File: config.mk
export PLATFORM = sky130hd
export DESIGN_NAME = bcd_serial_sub_flat
export DESIGN_NICKNAME = d
export VERILOG_FILES = /design/src/rtl/bcd_pkg.sv /design/src/rtl/bcd_serial_sub_if.sv /design/src/rtl/bcd_digit_sub.sv /design/src/rtl/bcd_serial_sub.sv /design/src/flat_wrapper.sv
export SDC_FILE = /design/constraint.sdc
export NUM_CORES = 1
export LEC_CHECK = 0
export BUFFER_PORTS_ARGS = -buffer_cell sky130_fd_sc_hd__buf_4
export CAP_MARGIN = 10
export CORE_MARGIN = 8
export CORE_UTILIZATION = 45
export CTS_CLUSTER_DIAMETER = 200
export CTS_CLUSTER_SIZE = 20
export DETAILED_ROUTE_END_ITERATION = 10
export GPL_TIMING_DRIVEN = 0
export HOLD_SLACK_MARGIN = 0.15
export PLACE_DENSITY = 0.64
export SYNTH_ARGS = -nofsm -noshare
export SYNTH_HDL_FRONTEND = slang
export SYNTH_SLANG_ARGS = --single-unit
File: constraint.sdc
create_clock -name clk -period 6.3 [get_ports clk]
set_input_delay 0.63 -clock clk [delete_from_list [all_inputs] [get_ports clk]]
set_output_delay 0.63 -clock clk [all_outputs]
set_load 0.02 [all_outputs]
File: src/rtl/bcd_pkg.sv
// Shared decimal-datapath definitions: BCD digit constants, FSM encoding, digit check.
package bcd_pkg;

  localparam int unsigned BCD_W     = 4;
  localparam logic [3:0]  BCD_MAX   = 4'd9;
  localparam int unsigned BCD_RADIX = 10;

  localparam logic [1:0] ST_IDLE = 2'd0;
  localparam logic [1:0] ST_RUN  = 2'd1;
  localparam logic [1:0] ST_FIN  = 2'd2;

  typedef enum logic [1:0] {
    S_IDLE = ST_IDLE,
    S_RUN  = ST_RUN,
    S_FIN  = ST_FIN
  } state_e;

  // True when a 4-bit code is a legal decimal digit.
  function automatic logic bcd_digit_ok(input logic [BCD_W-1:0] x);
    return x <= BCD_MAX;
  endfunction

endpackage

File: src/rtl/bcd_serial_sub_if.sv
// Request/result bundle of the digit-serial BCD subtractor.
interface bcd_serial_sub_if #(
  parameter int unsigned DIGITS = 4
);
  localparam int unsigned W = 4 * DIGITS;

  logic         start;
  logic [W-1:0] a;
  logic [W-1:0] b;
  logic [W-1:0] Diff;
  logic         Bout;
  logic         err;
  logic         busy;
  logic         done;

  modport master (
    output start, a, b,
    input  Diff, Bout, err, busy, done
  );

  modport slave (
    input  start, a, b,
    output Diff, Bout, err, busy, done
  );

endinterface

File: src/rtl/bcd_digit_sub.sv
// One BCD digit subtraction with borrow: d = a - b - bin, wrapped into 0..9.
module bcd_digit_sub
  import bcd_pkg::*;
(
  input  logic [BCD_W-1:0] a,
  input  logic [BCD_W-1:0] b,
  input  logic             bin,
  output logic [BCD_W-1:0] d,
  output logic             bout
);

  logic [BCD_W:0] t;

  // Five-bit two's-complement difference; the top bit flags a negative digit.
  always_comb begin
    t    = {1'b0, a} - {1'b0, b} - {{BCD_W{1'b0}}, bin};
    bout = t[BCD_W];
    d    = t[BCD_W] ? BCD_W'(t + (BCD_W + 1)'(BCD_RADIX)) : t[BCD_W-1:0];
  end

endmodule

File: src/rtl/bcd_serial_sub.sv
// Digit-serial packed-BCD subtractor: Diff = a - b, LSD first, one digit per clock.
// A negative result comes back in 10's complement with Bout set.
module bcd_serial_sub
  import bcd_pkg::*;
#(
  parameter int unsigned DIGITS = 4
) (
  input  logic            clk,
  input  logic            rst_n,
  bcd_serial_sub_if.slave bus
);

  localparam int unsigned W     = BCD_W * DIGITS;
  localparam int unsigned IDX_W = (DIGITS > 1) ? $clog2(DIGITS) : 1;
  localparam logic [IDX_W-1:0] IDX_LAST = IDX_W'(DIGITS - 1);

  state_e             state;
  logic [W-1:0]       a_sr;
  logic [W-1:0]       b_sr;
  logic [W-1:0]       diff;
  logic [IDX_W-1:0]   idx;
  logic               borrow;
  logic               bout;
  logic               err;
  logic               busy;
  logic               done;

  logic [BCD_W-1:0]   d_c;
  logic               bout_c;
  logic               err_c;
  logic [W-1:0]       diff_shift_c;

  // Single digit slice, time-shared: always works on the current LSD of the shifters.
  bcd_digit_sub u_digit (
    .a    (a_sr[BCD_W-1:0]),
    .b    (b_sr[BCD_W-1:0]),
    .bin  (borrow),
    .d    (d_c),
    .bout (bout_c)
  );

  // Flag any non-decimal digit on the operands being captured.
  always_comb begin
    err_c = 1'b0;
    for (int i = 0; i < int'(DIGITS); i++) begin
      if (!bcd_digit_ok(bus.a[i*BCD_W +: BCD_W]) || !bcd_digit_ok(bus.b[i*BCD_W +: BCD_W])) begin
        err_c = 1'b1;
      end
    end
  end

  // New result digit enters at the MSD end so digit 0 lands in [3:0] after the last step.
  always_comb begin
    diff_shift_c = (diff >> BCD_W) | (W'(d_c) << (W - BCD_W));
  end

  // Control FSM, operand shifters, borrow chain and registered result outputs.
  always_ff @(posedge clk or negedge rst_n) begin
    if (!rst_n) begin
      state  <= S_IDLE;
      a_sr   <= '0;
      b_sr   <= '0;
      diff   <= '0;
      idx    <= '0;
      borrow <= 1'b0;
      bout   <= 1'b0;
      err    <= 1'b0;
      busy   <= 1'b0;
      done   <= 1'b0;
    end else begin
      done <= 1'b0;
      unique case (state)
        S_IDLE: begin
          // The done cycle falls here, so busy only drops once IDLE is idle.
          busy <= bus.start;
          if (bus.start) begin
            a_sr   <= bus.a;
            b_sr   <= bus.b;
            borrow <= 1'b0;
            idx    <= '0;
            err    <= err_c;
            state  <= S_RUN;
          end
        end
        S_RUN: begin
          diff   <= diff_shift_c;
          borrow <= bout_c;
          a_sr   <= a_sr >> BCD_W;
          b_sr   <= b_sr >> BCD_W;
          if (idx == IDX_LAST) begin
            bout  <= bout_c;
            state <= S_FIN;
          end else begin
            idx <= idx + IDX_W'(1);
          end
        end
        S_FIN: begin
          done  <= 1'b1;
          state <= S_IDLE;
          if (err) begin
            diff <= '0;
            bout <= 1'b0;
          end
        end
        default: state <= S_IDLE;
      endcase
    end
  end

  assign bus.Diff = diff;
  assign bus.Bout = bout;
  assign bus.err  = err;
  assign bus.busy = busy;
  assign bus.done = done;

endmodule

File: src/flat_wrapper.sv
// flat-port wrapper written by rule: the top's interface ports become plain ports
module bcd_serial_sub_flat import bcd_pkg::*;
#(
  parameter int unsigned DIGITS = 4
)
  (clk, rst_n, bus_start, bus_a, bus_b, bus_Diff, bus_Bout, bus_err, bus_busy, bus_done);
  bcd_serial_sub_if #(.DIGITS(DIGITS)) bus_i ();
  input  logic clk;
  input  logic rst_n;
  input wire logic [$bits(bus_i.start)-1:0] bus_start;
  input wire logic [$bits(bus_i.a)-1:0] bus_a;
  input wire logic [$bits(bus_i.b)-1:0] bus_b;
  output wire logic [$bits(bus_i.Diff)-1:0] bus_Diff;
  output wire logic [$bits(bus_i.Bout)-1:0] bus_Bout;
  output wire logic [$bits(bus_i.err)-1:0] bus_err;
  output wire logic [$bits(bus_i.busy)-1:0] bus_busy;
  output wire logic [$bits(bus_i.done)-1:0] bus_done;
  assign bus_i.start = bus_start;
  assign bus_i.a = bus_a;
  assign bus_i.b = bus_b;
  assign bus_Diff = bus_i.Diff;
  assign bus_Bout = bus_i.Bout;
  assign bus_err = bus_i.err;
  assign bus_busy = bus_i.busy;
  assign bus_done = bus_i.done;
  bcd_serial_sub #(.DIGITS(DIGITS)) u_core (.clk(clk), .rst_n(rst_n), .bus(bus_i));
endmodule
==> impl_metrics.toml, run 1 <==
[outcome]
status = "completed"

[clock_tree]
cts-resized-gates = 0
cts_root_buf = "clkbuf_8"
cts_tree = "done"
cts.path.max_buffers = 2
cts_sinks = 57
post_cts_buffers = 0
cts-buffers-inserted = 9
htree_levels = 3
clock_latency_ps = 330
hold_buffers = 0
clk_transition_reported_paths_ps = 60

[synthesis]
synth_area_um2 = 2870
yosysMostFrequentCell = "nand2_1"
synth_top_area_share = 0.497
ys_ff_latch = 57
avgSynthCellArea_um2 = 9.87
syn_inst = 291
synth.area.top_cells = "dfrtp_1, mux2i_1, nand2_1"
ys_dominant_reg_cell = "dfrtp_1"
yosys.area.top_type = "dfrtp_1"
seq_area_frac_synth = 0.497
yosysWarningCount = 0
synthXorXnorAreaFrac = 0.0153
synth_edf_count = 0
synth_compound_area_frac = 0.140
synthTopCellsByCount = "nand2_1, dfrtp_1, o21ai_0"
synth_top_family_by_area = "simple AND/OR/NAND/NOR gates"
synth_nets = 339
synth_simple_gate_area_frac = 0.151
yosys.area_share.adder = 0.0619
synth.distinct_cells = 31
synth.area.mux_share = 0.0959
synthArstFlopShare = 1.00

[setup_path]
crit_chain = "inv_1 -> fa_1 -> fa_1 -> nand2b_1 -> a211o_1 -> and2_4 -> mux2_4 -> a22o_1"
crit_top_cell = "fa_1"
endpoint_kind = "register"
critPathTopFamily = "adder cells"
cp.depth = 8
slowest_stage = "fa_1"
path_buf_inv = 1
worstSetupStartpointType = "register"
reg2reg_to = "u_core.bus.Diff[14]$_DFFE_PN0P_"
cp-startpoint = "u_core.borrow$_DFFE_PN0P_"
cp-endpoint = "u_core.bus.Diff[14]$_DFFE_PN0P_"
r2r-start = "u_core.borrow$_DFFE_PN0P_"
critPathMaxFanout = 4
crit_path_max_incr_delay_ps = 470
arrival_ps = 2790
reg2reg_depth = 8
criticalPathCategory = "reg2reg"
r2r_setup_slack_ps = 3730
cp.required_ps = 6510

[global_routing]
antenna_found_initial = 0
use_met3 = 0.0398
met1_usage = 0.199
grt_max_degree = 58
grt_busiest_layer = "met2"
grt_pass1_wl_mm = 11.1
overflow = 0
grt_pass1_vias = 2335
met2_usage = 0.249
grt_use_total = 0.158

[floorplan]
initial_utilization = 0.457
design.die.area_um2 = 9190
coreArea_um2 = 6280
rows = 29
design.portCount = 55
die-width_um = 95.9
die_height_um = 95.9

[power]
p_sw_frac = 0.418
fin_total_pwr_mw = 2.11
clkPwrFrac = 0.153
internal_power_mw = 1.23
ir_worst_vdd_uv = 314
switchingPower_mw = 0.881
seq_power_share = 0.302
p_comb_frac = 0.545
p_leak_nw = 1.76
pwr_density_cell_nw_per_um2 = 591

[timing]
setup_tns_ps = 0
worst_pin_slew_ps = 715
drv_slew = 0
worst_slack_ps = 3730
hold_viol = 0
min_period_ps = 2570
slew_headroom = 0.523
rsz0062_at_grt = "no"
setup_viol = 0
finClkSkew_ps = 3.92
fmax_mhz = 389
min_period_over_period = 0.408

[worst_hold_path]
hp-class = "in2async"

[finish]
design_area_um2 = 3570
fillers = 584
drive_gt1_frac = 0.224
antenna_cells = 0
nNetsFinal = 404
fin_cells = 438
syn2layout_area_growth_pct = 24.2

[placement]
hpwl_mm = 5.07
io_buffers = 54
place.gp.congestion = 0.813
dpl_worst_slack_ps = 3720
dpl.cell_count = 422
placed_cell_area_um2 = 3370

[routing]
drc_errors = 0
vias = 2347
viasPerCell = 5.36
dr.pass1.iters = 4
wl_per_cell_um = 15.4
ant_nets = 0
drt_iter0_markers = 88
wirelength_mm = 6.77

[job]
maxCapViolations = 0
-- how the worst min path moves through the flow --
stage                                   startpoint                        endpoint  slack (ps)  cells past startpoint
floorplan                                    rst_n      u_core.a_sr[0]$_DFFE_PN0P_         330                      0
global placement    u_core.bus.Diff[3]$_DFFE_PN0P_  u_core.bus.Diff[3]$_DFFE_PN0P_         450                      2
detailed placement  u_core.bus.Diff[0]$_DFFE_PN0P_  u_core.bus.Diff[0]$_DFFE_PN0P_         460                      2
CTS                                          rst_n      u_core.a_sr[7]$_DFFE_PN0P_         380                      1
global route                                 rst_n      u_core.a_sr[7]$_DFFE_PN0P_         410                      1
finish                                       rst_n      u_core.a_sr[7]$_DFFE_PN0P_         350                      1
-- power by group through the flow --
stage | Combinational (mW) | Clock, mW | Sequential (mW)
floorplan | 0.813 | 0 | 0.672
global placement | 1.14 | 0 | 0.638
detailed placement | 1.17 | 0 | 0.644
finish | 1.15 | 0.323 | 0.636
CTS | 1.17 | 0.329 | 0.637
global route | 1.29 | 0.348 | 0.659
-- through the flow --
stage | hold WS (ps) | util
3_5_place_dp | 464 | 0.537
5_1_grt | 405 | 0.568
3_3_place_gp | 453 | 0.537
6_report | 353 | 0.568
2_1_floorplan | 334 | -
4_1_cts | 380 | 0.568
-- cell usage in the layout, fill, tap and decap left out, drive strengths merged, types with 2 or more instances in the layout --
cell,n
inv,12
nand4,2
nand2b,2
clkinv,2
and2,3
nor2,5
a21oi,9
o31ai,3
fa,2
a22oi,6
nor2b,3
and3,3
ha,11
xnor2,4
dfrtp,57
clkbuf,20
o21ai,42
nand2,62
mux2i,26
nand3b,13
a22o,3
buf,63
-- state kept, by name (all words and copies together), names as in the netlist --
signal / cells
u_core.bus.busy: 1
u_core.bus.Diff: 16
u_core.bus.done: 1
u_core.idx: 2
u_core.bus.Bout: 1
u_core.state: 2
u_core.a_sr: 16
u_core.b_sr: 16
u_core.borrow: 1
u_core.bus.err: 1
-- worst register-to-register path, stage by stage, from the launching register on --
cell and delay, ps:
dfrtp_1 360, inv_1 60, fa_1 470, fa_1 420
nand2b_1 180, a211o_1 310, and2_4 190, mux2_4 290
a22o_1 180
-- layer usage --
metal,up-vias,part of all wire,routed length (um)
met5,-,0,0
met4,0,0.020,134
met1,1133,0.45,3060
li1,1136,-,-
met3,15,0.059,401
met2,63,0.47,3170
-- logic make-up (layout without fill, tap and decap cells) --
logic type               count (synthesis)  count (layout)
AO/OA/AOI/OAI                           69              69
XOR/XNOR                                 5               5
adder cells (fa/ha/maj)                 13              13
buffers and inverters                   27              97
flip-flops                              57              57
multiplexers                            27              27
AND/OR/NAND/NOR                         93              93
-- layout make-up --
class / instances / area (um2) / area share
multi-input cells: 207 / 1330 / 0.374
plain buffers: 15 / 67.6 / 0.0189
well taps: 77 / 96.3 / 0.0270
inverters: 12 / 45.0 / 0.0126
clock buffers: 14 / 183 / 0.0512
repair buffers: 54 / 405 / 0.114
clock inverters: 2 / 10.0 / 0.00281
flip-flops and latches: 57 / 1430 / 0.400
Power figures use the tool's default switching activity.
==> inputs of run 2 (changes only) <==
Settings changed: ABC_AREA set to 1.
Clock period 6.3 ns to 2.38 ns, I/O delays scaled along.
==> impl_metrics.toml, run 2 <==
[power]
fin_total_pwr_mw = 5.63
p_leak_nw = 1.79
pwr_density_cell_nw_per_um2 = 1560
ir_worst_vdd_uv = 703

[global_routing]
grt_pass1_wl_mm = 11.3
overflow = 0
grt_pass1_vias = 2493
grt_max_degree = 58
antenna_found_initial = 0
grt_use_total = 0.162

[setup_path]
r2r_setup_slack_ps = 160
criticalPathCategory = "reg2reg"
path_buf_inv = 2
reg2reg_to = "u_core.bus.Diff[13]$_DFFE_PN0P_"
crit_path_max_incr_delay_ps = 460
reg2reg_depth = 12
slowest_stage = "fa_1"
r2r-start = "u_core.borrow$_DFFE_PN0P_"
endpoint_kind = "register"
crit_chain = "inv_1 -> fa_1 -> fa_1 -> inv_1 -> nand2_1 -> nand2_1 -> nand2_1 -> nand2_1 -> nand2_2 -> or2_2 -> nand3_1 -> nand2_1"
critPathMaxFanout = 5
arrival_ps = 2440
crit_top_cell = "nand2_1"
critPathTopFamily = "adder cells"
cp.required_ps = 2600
worstSetupStartpointType = "register"

[timing]
worst_pin_slew_ps = 727
setup_viol = 0
min_period_over_period = 0.932
fmax_mhz = 451
hold_viol = 0
setup_tns_ps = 0
slew_headroom = 0.515
rsz0062_at_grt = "no"
finClkSkew_ps = 7.20
drv_slew = 0
hold_slack_ps = 170
min_period_ps = 2220

[clock_tree]
htree_levels = 3
clock_latency_ps = 330
cts_tree = "done"
cts_sinks = 57
cts-buffers-inserted = 9
cts_root_buf = "clkbuf_8"
clk_transition_reported_paths_ps = 70
cts.path.max_buffers = 2

[floorplan]
design.die.area_um2 = 8910
die-width_um = 94.4
initial_utilization = 0.467
die_height_um = 94.4
coreArea_um2 = 5920
design.portCount = 55
rows = 28

[synthesis]
synth_compound_area_frac = 0.129
synthXorXnorAreaFrac = 0.00317
synth_area_um2 = 2770
ys_dominant_reg_cell = "dfrtp_1"
yosysMostFrequentCell = "nand2_1"
seq_area_frac_synth = 0.516
synth_top_area_share = 0.516
synth.distinct_cells = 28
yosysWarningCount = 0
synth_simple_gate_area_frac = 0.216
synth_top_family_by_area = "simple AND/OR/NAND/NOR gates"
ys_ff_latch = 57
synth.area.top_cells = "dfrtp_1, nand2_1, a31oi_1"
syn_inst = 327
yosys.area.top_type = "dfrtp_1"
synth.area.mux_share = 0.00362
synth_edf_count = 0
yosys.area_share.adder = 0.0642
synthArstFlopShare = 1.00
synthTopCellsByCount = "nand2_1, dfrtp_1, nor2_1"
avgSynthCellArea_um2 = 8.46
synth_nets = 375

[worst_hold_path]
hp-class = "in2reg"
holdPathStages = 3
hold_end = "u_core.a_sr[8]$_DFFE_PN0P_"
hp-start = "bus_a[8]"

[finish]
layout_common_cells = "nand2_1, buf_4, dfrtp_1"
antenna_cells = 0
design_area_um2 = 3600
drive_gt1_frac = 0.212
syn2layout_area_growth_pct = 30.2
final_common_cell = "nand2_1"
fin_util = 0.608
nNetsFinal = 449
fillers = 556

[routing]
wirelength_mm = 6.62
vias = 2404
viasPerCell = 5.00
drt_iter0_markers = 87
ant_nets = 0
wl_per_cell_um = 13.8
drc_errors = 0
dr.pass1.iters = 6

[outcome]
status = "completed"

[placement]
hpwl_mm = 4.83
place.gp.congestion = 0.782
io_buffers = 54
placed_cell_area_um2 = 3270

[job]
maxCapViolations = 0
-- run 2: logic make-up after synthesis --
logic type	after synthesis
muxes	1
DFF	57
adders and majority gates	13
and+or+nand+nor	150
xor gates and xnor gates	1
AOI/OAI and AO/OA	60
buffers and inverters	45
-- run 2: per-stage QoR --
step | worst slack (ps) | std cells
final | 162 | 481
after global routing | 24.8 | 481
after CTS | 149 | 481
after detailed placement | 163 | 456
after global placement | 202 | 456
after floorplan | 319 | 327
-- run 2: where the power goes --
group	internal [mW]	switching (mW)	total [mW]
clock	0.694	0.406	1.10
sequential	1.42	0.236	1.66
combinational	1.08	1.79	2.87
total	3.20	2.43	5.63
-- run 2: area by class of cell --
type / count / area (um2) / share of cell area
Buffer: 12 / 61.3 / 0.0170
Clock buffer: 9 / 124 / 0.0344
Clock inverter: 7 / 119 / 0.0330
Inverter: 33 / 126 / 0.0351
Multi-Input combinational cell: 225 / 1150 / 0.321
Sequential cell: 57 / 1430 / 0.396
Tap cell: 75 / 93.8 / 0.0261
Timing Repair Buffer: 63 / 495 / 0.138
-- run 2: worst min-delay path: stages --
cell and delay (ps):
buf_4 100, nand2_1 50, a31oi_1 70
-- run 2: worst max-delay path by stage --
| stage | cells after the start | to | startpoint |
|---|---|---|---|
| global route | 12 | u_core.bus.Diff[13]$_DFFE_PN0P_ | u_core.b_sr[0]$_DFFE_PN0P_ |
| floorplan | 12 | u_core.bus.Diff[13]$_DFFE_PN0P_ | u_core.borrow$_DFFE_PN0P_ |
| finish | 12 | u_core.bus.Diff[13]$_DFFE_PN0P_ | u_core.borrow$_DFFE_PN0P_ |
| CTS | 12 | u_core.bus.Diff[13]$_DFFE_PN0P_ | u_core.borrow$_DFFE_PN0P_ |
| detailed placement | 12 | u_core.bus.Diff[13]$_DFFE_PN0P_ | u_core.borrow$_DFFE_PN0P_ |
| global placement | 12 | u_core.bus.Diff[13]$_DFFE_PN0P_ | u_core.b_sr[0]$_DFFE_PN0P_ |
-- run 2: layer usage --
layer	routed length (um)	track usage	vias up
li1	-	-	1221
met1	2930	0.191	1139
met2	3310	0.267	40
met3	323	0.0579	4
met4	56	0.0594	0
met5	0	0	-
-- run 2: repair_timing --
action | CTS | global route
endpoints found under the setup margin | 0 | 1
setup buffers | 0 | 0
hold endpoints to repair | 65 | 0
hold buffers | 9 | 0
gates resized for setup | 0 | 1
==> inputs of run 3 (changes only) <==
Settings changed: ABC_AREA 1 to 0, CTS_BUF_LIST set to sky130_fd_sc_hd__clkbuf_8, PLACE_DENSITY 0.64 to 0.65, SYNTH_HIERARCHICAL set to 1.
==> impl_metrics.toml, run 3 <==
[outcome]
status = "complete, but fails checks"
violations = "negative setup slack"

[setup_path]
r2r_setup_slack_ps = -10
critPathMaxFanout = 2
cp.required_ps = 2600
reg2reg_depth = 8
endpoint_kind = "register"
reg2reg_to = "u_core/bus.Diff[14]$_DFFE_PN0P_"
worstSetupStartpointType = "register"
arrival_ps = 2620
criticalPathCategory = "reg2reg"
r2r-start = "u_core/b_sr[0]$_DFFE_PN0P_"

[timing]
min_period_ps = 2390
finClkSkew_ps = 11.2
fmax_mhz = 418
drv_slew = 0
rsz0062_at_grt = "yes"
worst_pin_slew_ps = 708
setup_tns_ps = -12.1
setup_viol = 1
hold_slack_ps = 173
slew_headroom = 0.528
hold_viol = 0
worst_slack_ps = -12.1
min_period_over_period = 1.01

[worst_hold_path]
holdPathStages = 3
hold_end = "u_core/b_sr[0]$_DFFE_PN0P_"
hp-start = "bus_b[0]"
hp-class = "in2reg"

[routing]
drc_errors = 0
wirelength_mm = 6.63
viasPerCell = 5.38
vias = 2275
wl_per_cell_um = 15.7
ant_nets = 0
dr.pass1.iters = 4
drt_iter0_markers = 174

[synthesis]
synthArstFlopShare = 1.00
synth_nets = 313
yosysWarningCount = 6
synth_area_um2 = 2690
synth.area.top_cells = "dfrtp_1, a22o_1, nand2_1"
yosys.area.top_type = "dfrtp_1"
yosysMostFrequentCell = "dfrtp_1"
synth_edf_count = 0
syn_inst = 268
synth_top_area_share = 0.530
avgSynthCellArea_um2 = 10.0
ys_dominant_reg_cell = "dfrtp_1"
synthTopCellsByCount = "dfrtp_1, nand2_1, a31oi_1, nor2_1, a22o_1"
ys_ff_latch = 57
synth.distinct_cells = 35
seq_area_frac_synth = 0.530

[finish]
layout_common_cells = "buf_4, dfrtp_1, nand2_1"
final_common_cell = "buf_4"
design_area_um2 = 3520
antenna_cells = 0
drive_gt1_frac = 0.279
fin_util = 0.601
fillers = 501
syn2layout_area_growth_pct = 30.7
nNetsFinal = 388
fin_cells = 423

[clock_tree]
cts_tree = "done"
htree_levels = 3
clk_transition_reported_paths_ps = 70
cts.path.max_buffers = 2
cts_root_buf = "clkbuf_8"
clock_latency_ps = 330
cts-buffers-inserted = 9
cts_sinks = 57

[placement]
io_buffers = 54
placed_cell_area_um2 = 3200
hpwl_mm = 4.69
dpl.cell_count = 397
dpl_worst_slack_ps = -47.6
place.gp.congestion = 0.812

[power]
pwr_density_cell_nw_per_um2 = 1640
p_leak_nw = 1.71
fin_total_pwr_mw = 5.77
ir_worst_vdd_uv = 983

[global_routing]
grt_pass1_wl_mm = 11.4
antenna_found_initial = 0
grt_max_degree = 58
grt_pass1_vias = 2354
grt_use_total = 0.164
overflow = 0

[floorplan]
die-width_um = 93.3
coreArea_um2 = 5850
die_height_um = 93.3
rows = 28
initial_utilization = 0.460
design.portCount = 55
design.die.area_um2 = 8710

[job]
maxCapViolations = 0
==> run 3: worst max-delay path by stage <==
stage	from	endpoint	slack (ps)	depth (start not counted)
after floorplan	u_core/a_sr[0]$_DFFE_PN0P_	u_core/bus.Diff[14]$_DFFE_PN0P_	30	7
after global placement	u_core/b_sr[0]$_DFFE_PN0P_	u_core/bus.Diff[14]$_DFFE_PN0P_	-60	8
after detailed placement	u_core/b_sr[0]$_DFFE_PN0P_	u_core/bus.Diff[14]$_DFFE_PN0P_	-50	8
after CTS	u_core/a_sr[0]$_DFFE_PN0P_	u_core/bus.Diff[14]$_DFFE_PN0P_	6	7
after global routing	u_core/b_sr[0]$_DFFE_PN0P_	u_core/bus.Diff[14]$_DFFE_PN0P_	-70	8
final	u_core/b_sr[0]$_DFFE_PN0P_	u_core/bus.Diff[14]$_DFFE_PN0P_	-10	8
==> run 3: repair_timing <==
item / CTS / global route
endpoints found under the setup margin: 1 / 3
gates cloned: 0 / 0
pin swaps: 3 / 2
hold buffers: 7 / 0
hold endpoints to repair: 63 / 0
setup buffers: 2 / 1
gates resized for setup: 1 / 2
==> run 3: layout make-up <==
| type | instances | area (um2) | area share |
|---|---|---|---|
| sequential | 57 | 1430 | 0.406 |
| multi-input combinational | 182 | 1130 | 0.322 |
| timing repair buffer | 64 | 498 | 0.142 |
| clock buffer | 12 | 165 | 0.0470 |
| buffer | 17 | 108 | 0.0306 |
| tap | 75 | 93.8 | 0.0267 |
| clock inverter | 4 | 50.0 | 0.0142 |
| inverter | 12 | 45.0 | 0.0128 |
==> run 3: critical path, cell delays in order (launching register included) <==
cell and delay [ps]:
dfrtp_1 390, inv_2 50, fa_2 410, fa_2 360
nand2b_4 150, a211o_1 270, and2_4 170, mux2_4 290
a22o_1 200
==> run 3: power by group <==
| group | switching [mW] | internal (mW) |
|---|---|---|
| clock | 0.394 | 0.567 |
| combinational | 1.59 | 1.50 |
| sequential | 0.285 | 1.43 |
==> run 3: routing by layer <==
metal	share of wire	track usage	up-vias	routed length, um
li1	-	-	1081	-
met1	0.45	0.217	1113	2980
met2	0.47	0.246	71	3120
met3	0.062	0.0433	10	411
met4	0.017	0.0738	0	114
met5	0	0	-	0
==> run 3: kinds of logic after synthesis <==
family                   synth area share
XOR/XNOR                           0.0163
AO/OA/AOI/OAI                       0.182
multiplexers                      0.00976
flip-flops                          0.530
AND/OR/NAND/NOR                     0.153
buffers and inverters              0.0567
adder cells (fa/ha/maj)            0.0521
